$ cat config.mk
export PLATFORM = sky130hd
export DESIGN_NAME = uparc_hilo_mul_ctl
export DESIGN_NICKNAME = d
export VERILOG_FILES = /design/src/rtl/uparc_hilo_mul_ctl.sv
export SDC_FILE = /design/constraint.sdc
export NUM_CORES = 1
export LEC_CHECK = 0
export CAP_MARGIN = 20
export CORE_ASPECT_RATIO = 1.75
export CORE_MARGIN = 1.5
export CORE_UTILIZATION = 41
export DETAILED_ROUTE_END_ITERATION = 12
export PLACE_DENSITY = 0.82
export SLEW_MARGIN = 20
export SYNTH_ARGS = -nofsm -noshare
export SYNTH_HDL_FRONTEND = slang
export SYNTH_SLANG_ARGS = --single-unit
$ cat constraint.sdc
create_clock -name clk_i -period 2.1 [get_ports clk_i]
set_clock_uncertainty 0.05 [all_clocks]
set_input_delay 0.42 -clock clk_i [delete_from_list [all_inputs] [get_ports clk_i]]
set_output_delay 0.42 -clock clk_i [all_outputs]
set_load 0.05 [all_outputs]
$ cat src/rtl/uparc_hilo_mul_ctl.sv
// uparc_hilo_mul_ctl
//   Multiply sequencer and HI/LO register file that sits between the execute
//   stage and the integer multiplier. It accepts multiply and move-to-HI/LO
//   requests, issues a one-cycle start to the multiplier, waits for its ready
//   and writes the 2*WIDTH result (or the accumulated result) into HI/LO.
//   Zero-latency (tied-ready) and multi-cycle multipliers are both supported.
//
// Configuration macro:
//   UPARC_MADD_EN  defined   -> ops MADD/MADDU/MSUB accumulate into {HI,LO}
//                  undefined -> those ops are accepted as NOPs, no adder built
//
// Ports:
//   clk_i          clock, all state on rising edge
//   nrst_i         synchronous active-low reset
//   req_valid_i    request present from execute stage
//   req_ready_o    ~busy; request accepted on req_valid_i & req_ready_o
//   req_op_i       000 NOP 001 MULT 010 MULTU 011 MTHI 100 MTLO
//                  101 MADD 110 MADDU 111 MSUB
//   req_rs_i       operand A / MTHI, MTLO data
//   req_rt_i       operand B
//   flush_i        cancels in-flight multiply, drops an offered request
//   busy_o         multiply in flight, HI/LO not yet valid
//   hi_o, lo_o     architectural HI/LO
//   mul_start_o    one-cycle start pulse to the multiplier
//   mul_signd_o    signed multiply select
//   mul_a_o/b_o    operands, stable from ISSUE until capture
//   mul_ready_i    multiplier result valid
//   mul_product_i  multiplier result
module uparc_hilo_mul_ctl #(
    parameter int WIDTH = 32
) (
    input  logic               clk_i,
    input  logic               nrst_i,
    input  logic               req_valid_i,
    output logic               req_ready_o,
    input  logic [2:0]         req_op_i,
    input  logic [WIDTH-1:0]   req_rs_i,
    input  logic [WIDTH-1:0]   req_rt_i,
    input  logic               flush_i,
    output logic               busy_o,
    output logic [WIDTH-1:0]   hi_o,
    output logic [WIDTH-1:0]   lo_o,
    output logic               mul_start_o,
    output logic               mul_signd_o,
    output logic [WIDTH-1:0]   mul_a_o,
    output logic [WIDTH-1:0]   mul_b_o,
    input  logic               mul_ready_i,
    input  logic [2*WIDTH-1:0] mul_product_i
);

    localparam logic [2:0] OP_MULT  = 3'b001;
    localparam logic [2:0] OP_MULTU = 3'b010;
    localparam logic [2:0] OP_MTHI  = 3'b011;
    localparam logic [2:0] OP_MTLO  = 3'b100;
`ifdef UPARC_MADD_EN
    localparam logic [2:0] OP_MADD  = 3'b101;
    localparam logic [2:0] OP_MADDU = 3'b110;
    localparam logic [2:0] OP_MSUB  = 3'b111;

    // How the captured product is folded into {HI,LO}
    typedef enum logic [1:0] {ACC_SET, ACC_ADD, ACC_SUB} acc_e;
    acc_e acc_q, acc_d;
`endif

    typedef enum logic [1:0] {S_IDLE, S_ISSUE, S_WAIT} state_e;

    state_e               state_q;
    logic [WIDTH-1:0]     hi_q, lo_q, a_q, b_q;
    logic                 busy_q, start_q, signd_q;
    logic                 is_mul_d, signd_d;
    logic [2*WIDTH-1:0]   hilo_d;

    // Request decode: which ops start the multiplier and which are signed.
    always_comb begin
        is_mul_d = 1'b0;
        signd_d  = 1'b0;
`ifdef UPARC_MADD_EN
        acc_d    = ACC_SET;
`endif
        case (req_op_i)
            OP_MULT:  begin is_mul_d = 1'b1; signd_d = 1'b1; end
            OP_MULTU: begin is_mul_d = 1'b1; end
`ifdef UPARC_MADD_EN
            OP_MADD:  begin is_mul_d = 1'b1; signd_d = 1'b1; acc_d = ACC_ADD; end
            OP_MADDU: begin is_mul_d = 1'b1; acc_d = ACC_ADD; end
            OP_MSUB:  begin is_mul_d = 1'b1; signd_d = 1'b1; acc_d = ACC_SUB; end
`endif
            default:  ;
        endcase
    end

    // Value written to {HI,LO} at capture; accumulate wraps mod 2^(2*WIDTH).
    always_comb begin
        hilo_d = mul_product_i;
`ifdef UPARC_MADD_EN
        case (acc_q)
            ACC_ADD: hilo_d = {hi_q, lo_q} + mul_product_i;
            ACC_SUB: hilo_d = {hi_q, lo_q} - mul_product_i;
            default: hilo_d = mul_product_i;
        endcase
`endif
    end

    always_ff @(posedge clk_i) begin
        if (!nrst_i) begin
            state_q <= S_IDLE;
            hi_q    <= '0;
            lo_q    <= '0;
            a_q     <= '0;
            b_q     <= '0;
            busy_q  <= 1'b0;
            start_q <= 1'b0;
            signd_q <= 1'b0;
`ifdef UPARC_MADD_EN
            acc_q   <= ACC_SET;
`endif
        end else begin
            start_q <= 1'b0;
            case (state_q)
                S_IDLE: begin
                    // busy_q is 0 here, so req_ready_o is implicitly 1
                    if (req_valid_i && !flush_i) begin
                        if (is_mul_d) begin
                            a_q     <= req_rs_i;
                            b_q     <= req_rt_i;
                            signd_q <= signd_d;
`ifdef UPARC_MADD_EN
                            acc_q   <= acc_d;
`endif
                            start_q <= 1'b1;
                            busy_q  <= 1'b1;
                            state_q <= S_ISSUE;
                        end else if (req_op_i == OP_MTHI) begin
                            hi_q <= req_rs_i;
                        end else if (req_op_i == OP_MTLO) begin
                            lo_q <= req_rs_i;
                        end
                    end
                end
                S_ISSUE: begin
                    // No capture here: the multiplier only sees start this cycle
                    if (flush_i) begin
                        busy_q  <= 1'b0;
                        state_q <= S_IDLE;
                    end else begin
                        state_q <= S_WAIT;
                    end
                end
                S_WAIT: begin
                    // Flush wins over a simultaneous ready: product dropped
                    if (flush_i) begin
                        busy_q  <= 1'b0;
                        state_q <= S_IDLE;
                    end else if (mul_ready_i) begin
                        {hi_q, lo_q} <= hilo_d;
                        busy_q       <= 1'b0;
                        state_q      <= S_IDLE;
                    end
                end
                default: begin
                    busy_q  <= 1'b0;
                    state_q <= S_IDLE;
                end
            endcase
        end
    end

    assign req_ready_o = ~busy_q;
    assign busy_o      = busy_q;
    assign hi_o        = hi_q;
    assign lo_o        = lo_q;
    assign mul_start_o = start_q;
    assign mul_signd_o = signd_q;
    assign mul_a_o     = a_q;
    assign mul_b_o     = b_q;

endmodule

==> metrics.txt <==
# TYPE chip_impl_metric gauge
chip_impl_info{name="run_status",value="finished, final reports clean"} 1
chip_impl_info{name="setup_repair_after_global_routing_missed_its_margin",value="no"} 1
chip_impl_metric{name="insertion_delay",unit="ns"} 0.40
chip_impl_info{name="cp-end-kind",value="output port"} 1
chip_impl_metric{name="drv_slew",unit=""} 0
chip_impl_metric{name="drt-total-wl",unit="mm"} 18.32
chip_impl_metric{name="postPlaceCellArea",unit="um^2"} 8444
chip_impl_metric{name="cts_sinks",unit=""} 133
chip_impl_metric{name="antenna_cells",unit=""} 0
chip_impl_metric{name="dp.final_hpwl",unit="mm"} 13.86
chip_impl_metric{name="cts_buffers",unit=""} 17
chip_impl_metric{name="synth_nets",unit=""} 736
chip_impl_metric{name="globalRouteTotalUtil",unit="%"} 24.85
chip_impl_metric{name="max-cap-violations",unit=""} 0
chip_impl_metric{name="vias_in_the_first_global_route",unit=""} 5388
chip_impl_metric{name="muxShareOfSynthArea",unit="%"} 11.89
chip_impl_metric{name="die-area",unit="um^2"} 14290
chip_impl_metric{name="globalRoute.totalOverflow",unit=""} 0
chip_impl_metric{name="detailed_route_via_count",unit=""} 5476
chip_impl_metric{name="synth_enable_flop_cells",unit=""} 0
chip_impl_metric{name="depth_of_the_cts_h_tree",unit=""} 4
chip_impl_info{name="yosys.cell_count.top_type",value="sky130_fd_sc_hd__dfxtp_1"} 1
chip_impl_metric{name="area_share_of_and_or_nand_nor_cells_after_synthesis",unit="%"} 16.16
chip_impl_metric{name="ff2ff_setup_slack",unit="ns"} 0.27
chip_impl_metric{name="clkTransAtPathRegs",unit="ns"} 0.06
chip_impl_metric{name="remaining_drc_errors",unit=""} 0
chip_impl_metric{name="synth_top_area_share",unit="%"} 47.91
chip_impl_info{name="cpLargestDelayFamily",value="buffers and inverters"} 1
chip_impl_metric{name="peak_supply_drop",unit="uV"} 543.9
chip_impl_metric{name="ctsLongestPathBuffers",unit=""} 2
chip_impl_metric{name="finalCritPeriodShare",unit="%"} 98.52
chip_impl_metric{name="fmax",unit="MHz"} 483.4
chip_impl_metric{name="fin_area",unit="um^2"} 9017
chip_impl_metric{name="timing.critical_path.fanout_max",unit=""} 2
chip_impl_metric{name="dieWidth",unit="um"} 91.01
chip_impl_metric{name="first_pass_iteration_count_of_the_detailed_router",unit=""} 5
chip_impl_metric{name="port_buffers",unit=""} 267
chip_impl_metric{name="dr.first_iter.drc_count",unit=""} 220
chip_impl_metric{name="critical-path-max-stage-delay",unit="ns"} 0.85
chip_impl_metric{name="min_period",unit="ns"} 2.069
chip_impl_info{name="largest_family_of_logic_cells_by_synthesized_area",value="compound AO/OA/AOI/OAI gates"} 1
chip_impl_metric{name="tightestPinTransition",unit="ns"} 0.5869
chip_impl_info{name="path_class",value="flip-flop to output port"} 1
chip_impl_info{name="critical_path.cell_chain",value="clkdlybuf4s50_1"} 1
chip_impl_metric{name="post-route-util",unit="%"} 67.74
chip_impl_metric{name="worst_ep_arrival_time",unit="ns"} 1.60
chip_impl_metric{name="cts_hold_repair.buffers",unit=""} 0
chip_impl_metric{name="finalSetupViolCount",unit=""} 0
chip_impl_metric{name="synth_compound_gate_area_share",unit="%"} 18.73
chip_impl_metric{name="yosys_warnings",unit=""} 0
chip_impl_metric{name="post_synth_instance_area",unit="um^2"} 5558
chip_impl_metric{name="whs",unit="ns"} 0.3507
chip_impl_info{name="clock-root-buffer",value="sky130_fd_sc_hd__clkbuf_16"} 1
chip_impl_metric{name="gp_congestion",unit=""} 0.8608
chip_impl_info{name="top_post_synthesis_cells_by_count",value="sky130_fd_sc_hd__dfxtp_1, sky130_fd_sc_hd__nand2_1, sky130_fd_sc_hd__mux2i_1"} 1
chip_impl_metric{name="sequential_cell_area",unit="um^2"} 2663
chip_impl_metric{name="syn_inst",unit=""} 600
chip_impl_metric{name="io-pin-count",unit=""} 268
chip_impl_info{name="ys.flop_type",value="sky130_fd_sc_hd__dfxtp_1"} 1
chip_impl_info{name="min-delay-path-class",value="primary input to flip-flop"} 1
chip_impl_metric{name="num_rows",unit=""} 56
chip_impl_metric{name="starting_utilization_of_the_core_area",unit="%"} 41.75
chip_impl_info{name="tritoncts",value="done"} 1
chip_impl_metric{name="synth.yosys.seq_area_share",unit="%"} 47.91
chip_impl_metric{name="synth_cell_type_count",unit=""} 28
chip_impl_metric{name="post_route_cells_drive_above_1_share",unit="%"} 8.083
chip_impl_info{name="synth.top_cells.by_area",value="sky130_fd_sc_hd__dfxtp_1, sky130_fd_sc_hd__mux2i_1, sky130_fd_sc_hd__o211a_1"} 1
chip_impl_metric{name="antenna_violating_nets_post_route",unit=""} 0
chip_impl_metric{name="critical_path_buf_inv_count",unit=""} 1
chip_impl_metric{name="synthToLayoutAreaGrowth",unit="%"} 62.25
chip_impl_metric{name="post_synthesis_sequential_element_count",unit=""} 133
chip_impl_info{name="critical-path-slowest-cell",value="sky130_fd_sc_hd__clkdlybuf4s50_1"} 1
chip_impl_metric{name="total_leakage_power",unit="nW"} 3.956
chip_impl_metric{name="cp.required",unit="ns"} 1.63
chip_impl_metric{name="power_density",unit="nW/um^2"} 709.9
chip_impl_metric{name="multiInputGateArea",unit="um^2"} 2619
chip_impl_metric{name="post_cts_buffers",unit=""} 0
chip_impl_metric{name="antenna_violations_before_repair",unit=""} 0
chip_impl_metric{name="slew_headroom",unit="%"} 60.81
chip_impl_metric{name="die_h",unit="um"} 157.0
chip_impl_metric{name="post_drt_wl_per_cell",unit="um"} 17.61
chip_impl_info{name="post-synth-top-area-cell",value="sky130_fd_sc_hd__dfxtp_1"} 1
chip_impl_metric{name="layout.filler_cells",unit=""} 1028
chip_impl_metric{name="nNetsFinal",unit=""} 989
chip_impl_metric{name="grt_first_pass_wirelength",unit="mm"} 27.33
chip_impl_metric{name="drt-vias-per-instance",unit=""} 5.265
chip_impl_metric{name="synth_xor_xnor_area_share",unit="%"} 0.1576
chip_impl_metric{name="post_synth_fa_ha_maj_area_fraction",unit="%"} 0
chip_impl_metric{name="core_area",unit="um^2"} 13310
chip_impl_metric{name="grt_start_max_net_pins",unit=""} 74
chip_impl_metric{name="async_flop_share",unit="%"} 0
chip_impl_metric{name="syn-mean-instance-area",unit="um^2"} 9.263
chip_impl_info{name="crit_path_start_kind",value="flip-flop"} 1
chip_impl_metric{name="hold_viol",unit=""} 0
-- through the flow --
| stage | instances | total power (W) | worst slack [ns] | TNS, ns |
|---|---|---|---|---|
| finish | 1040 | 0.006401 | 0.03111 | 0 |
| global route | 1040 | 0.006602 | 0.002023 | 0 |
| CTS | 1040 | 0.006448 | 0.001854 | 0 |
| detailed placement | 1008 | 0.003649 | -0.3833 | -19.00 |
| global placement | 1008 | 0.003630 | -0.3296 | -16.32 |
| floorplan | 600 | 0.003143 | 0.09912 | 0 |
-- cell usage in the layout, fill, tap and decap left out, drive strengths merged, types with 6 or more instances in the layout --
cell / n
clkdlybuf4s50: 248
dfxtp: 133
nand2: 129
mux2i: 66
o21ai: 65
o211a: 64
nand3: 64
buf: 35
clkbuf: 19
clkinvlp: 6
dlymetal6s2s: 6
-- state kept, by name, summed over array words and instances (netlist names) --
register,flops
busy_o,1
hi_o,32
lo_o,32
mul_a_o,32
mul_b_o,32
mul_signd_o,1
mul_start_o,1
state_q,2
-- area by class of cell --
| type | instances | area share, % |
|---|---|---|
| Tap cell | 174 | 2.414 |
| Multi-Input combinational cell | 409 | 29.04 |
| Inverter | 1 | 0.04163 |
| Sequential cell | 133 | 29.53 |
| Clock buffer | 19 | 4.801 |
| Clock inverter | 13 | 1.374 |
| Timing Repair Buffer | 291 | 32.80 |
-- layer usage --
metal  GRT usage, %  wire [um]  vias to the layer above
met5              0          0                        -
met4          18.53       1224                        0
met3          5.314       1000                       69
met2          46.16       9771                      240
met1          23.58       6321                     2545
li1               -          -                     2622
-- cell families (layout without fill, tap and decap cells) --
group	Yosys count	after routing
compound gates	134	134
flops	133	133
simple gates	208	208
xor+xnor	1	1
mux	66	66
buf+inv	58	324
-- report_power, final --
group / switching (W) / internal, W
Clock: 0.00116 / 0.00164
Combinational: 0.000522 / 0.000442
Sequential: 0.0000387 / 0.00259
-- worst paths after layout --
path                               endpoint         from  depth (start not counted)
worst max-delay path                lo_o[2]      lo_o[2]                          1
worst min-delay path               lo_o[17]       nrst_i                          2
worst max register to register  mul_b_o[27]   state_q[1]                          5
worst min register to register  mul_a_o[15]  mul_a_o[15]                          2
-- timing repair --
action                     CTS  global route
resized for setup            2             7
gates cloned                 0             0
pin swaps                    0             1
setup endpoints to repair    2            23
Power figures use the tool's default switching activity.
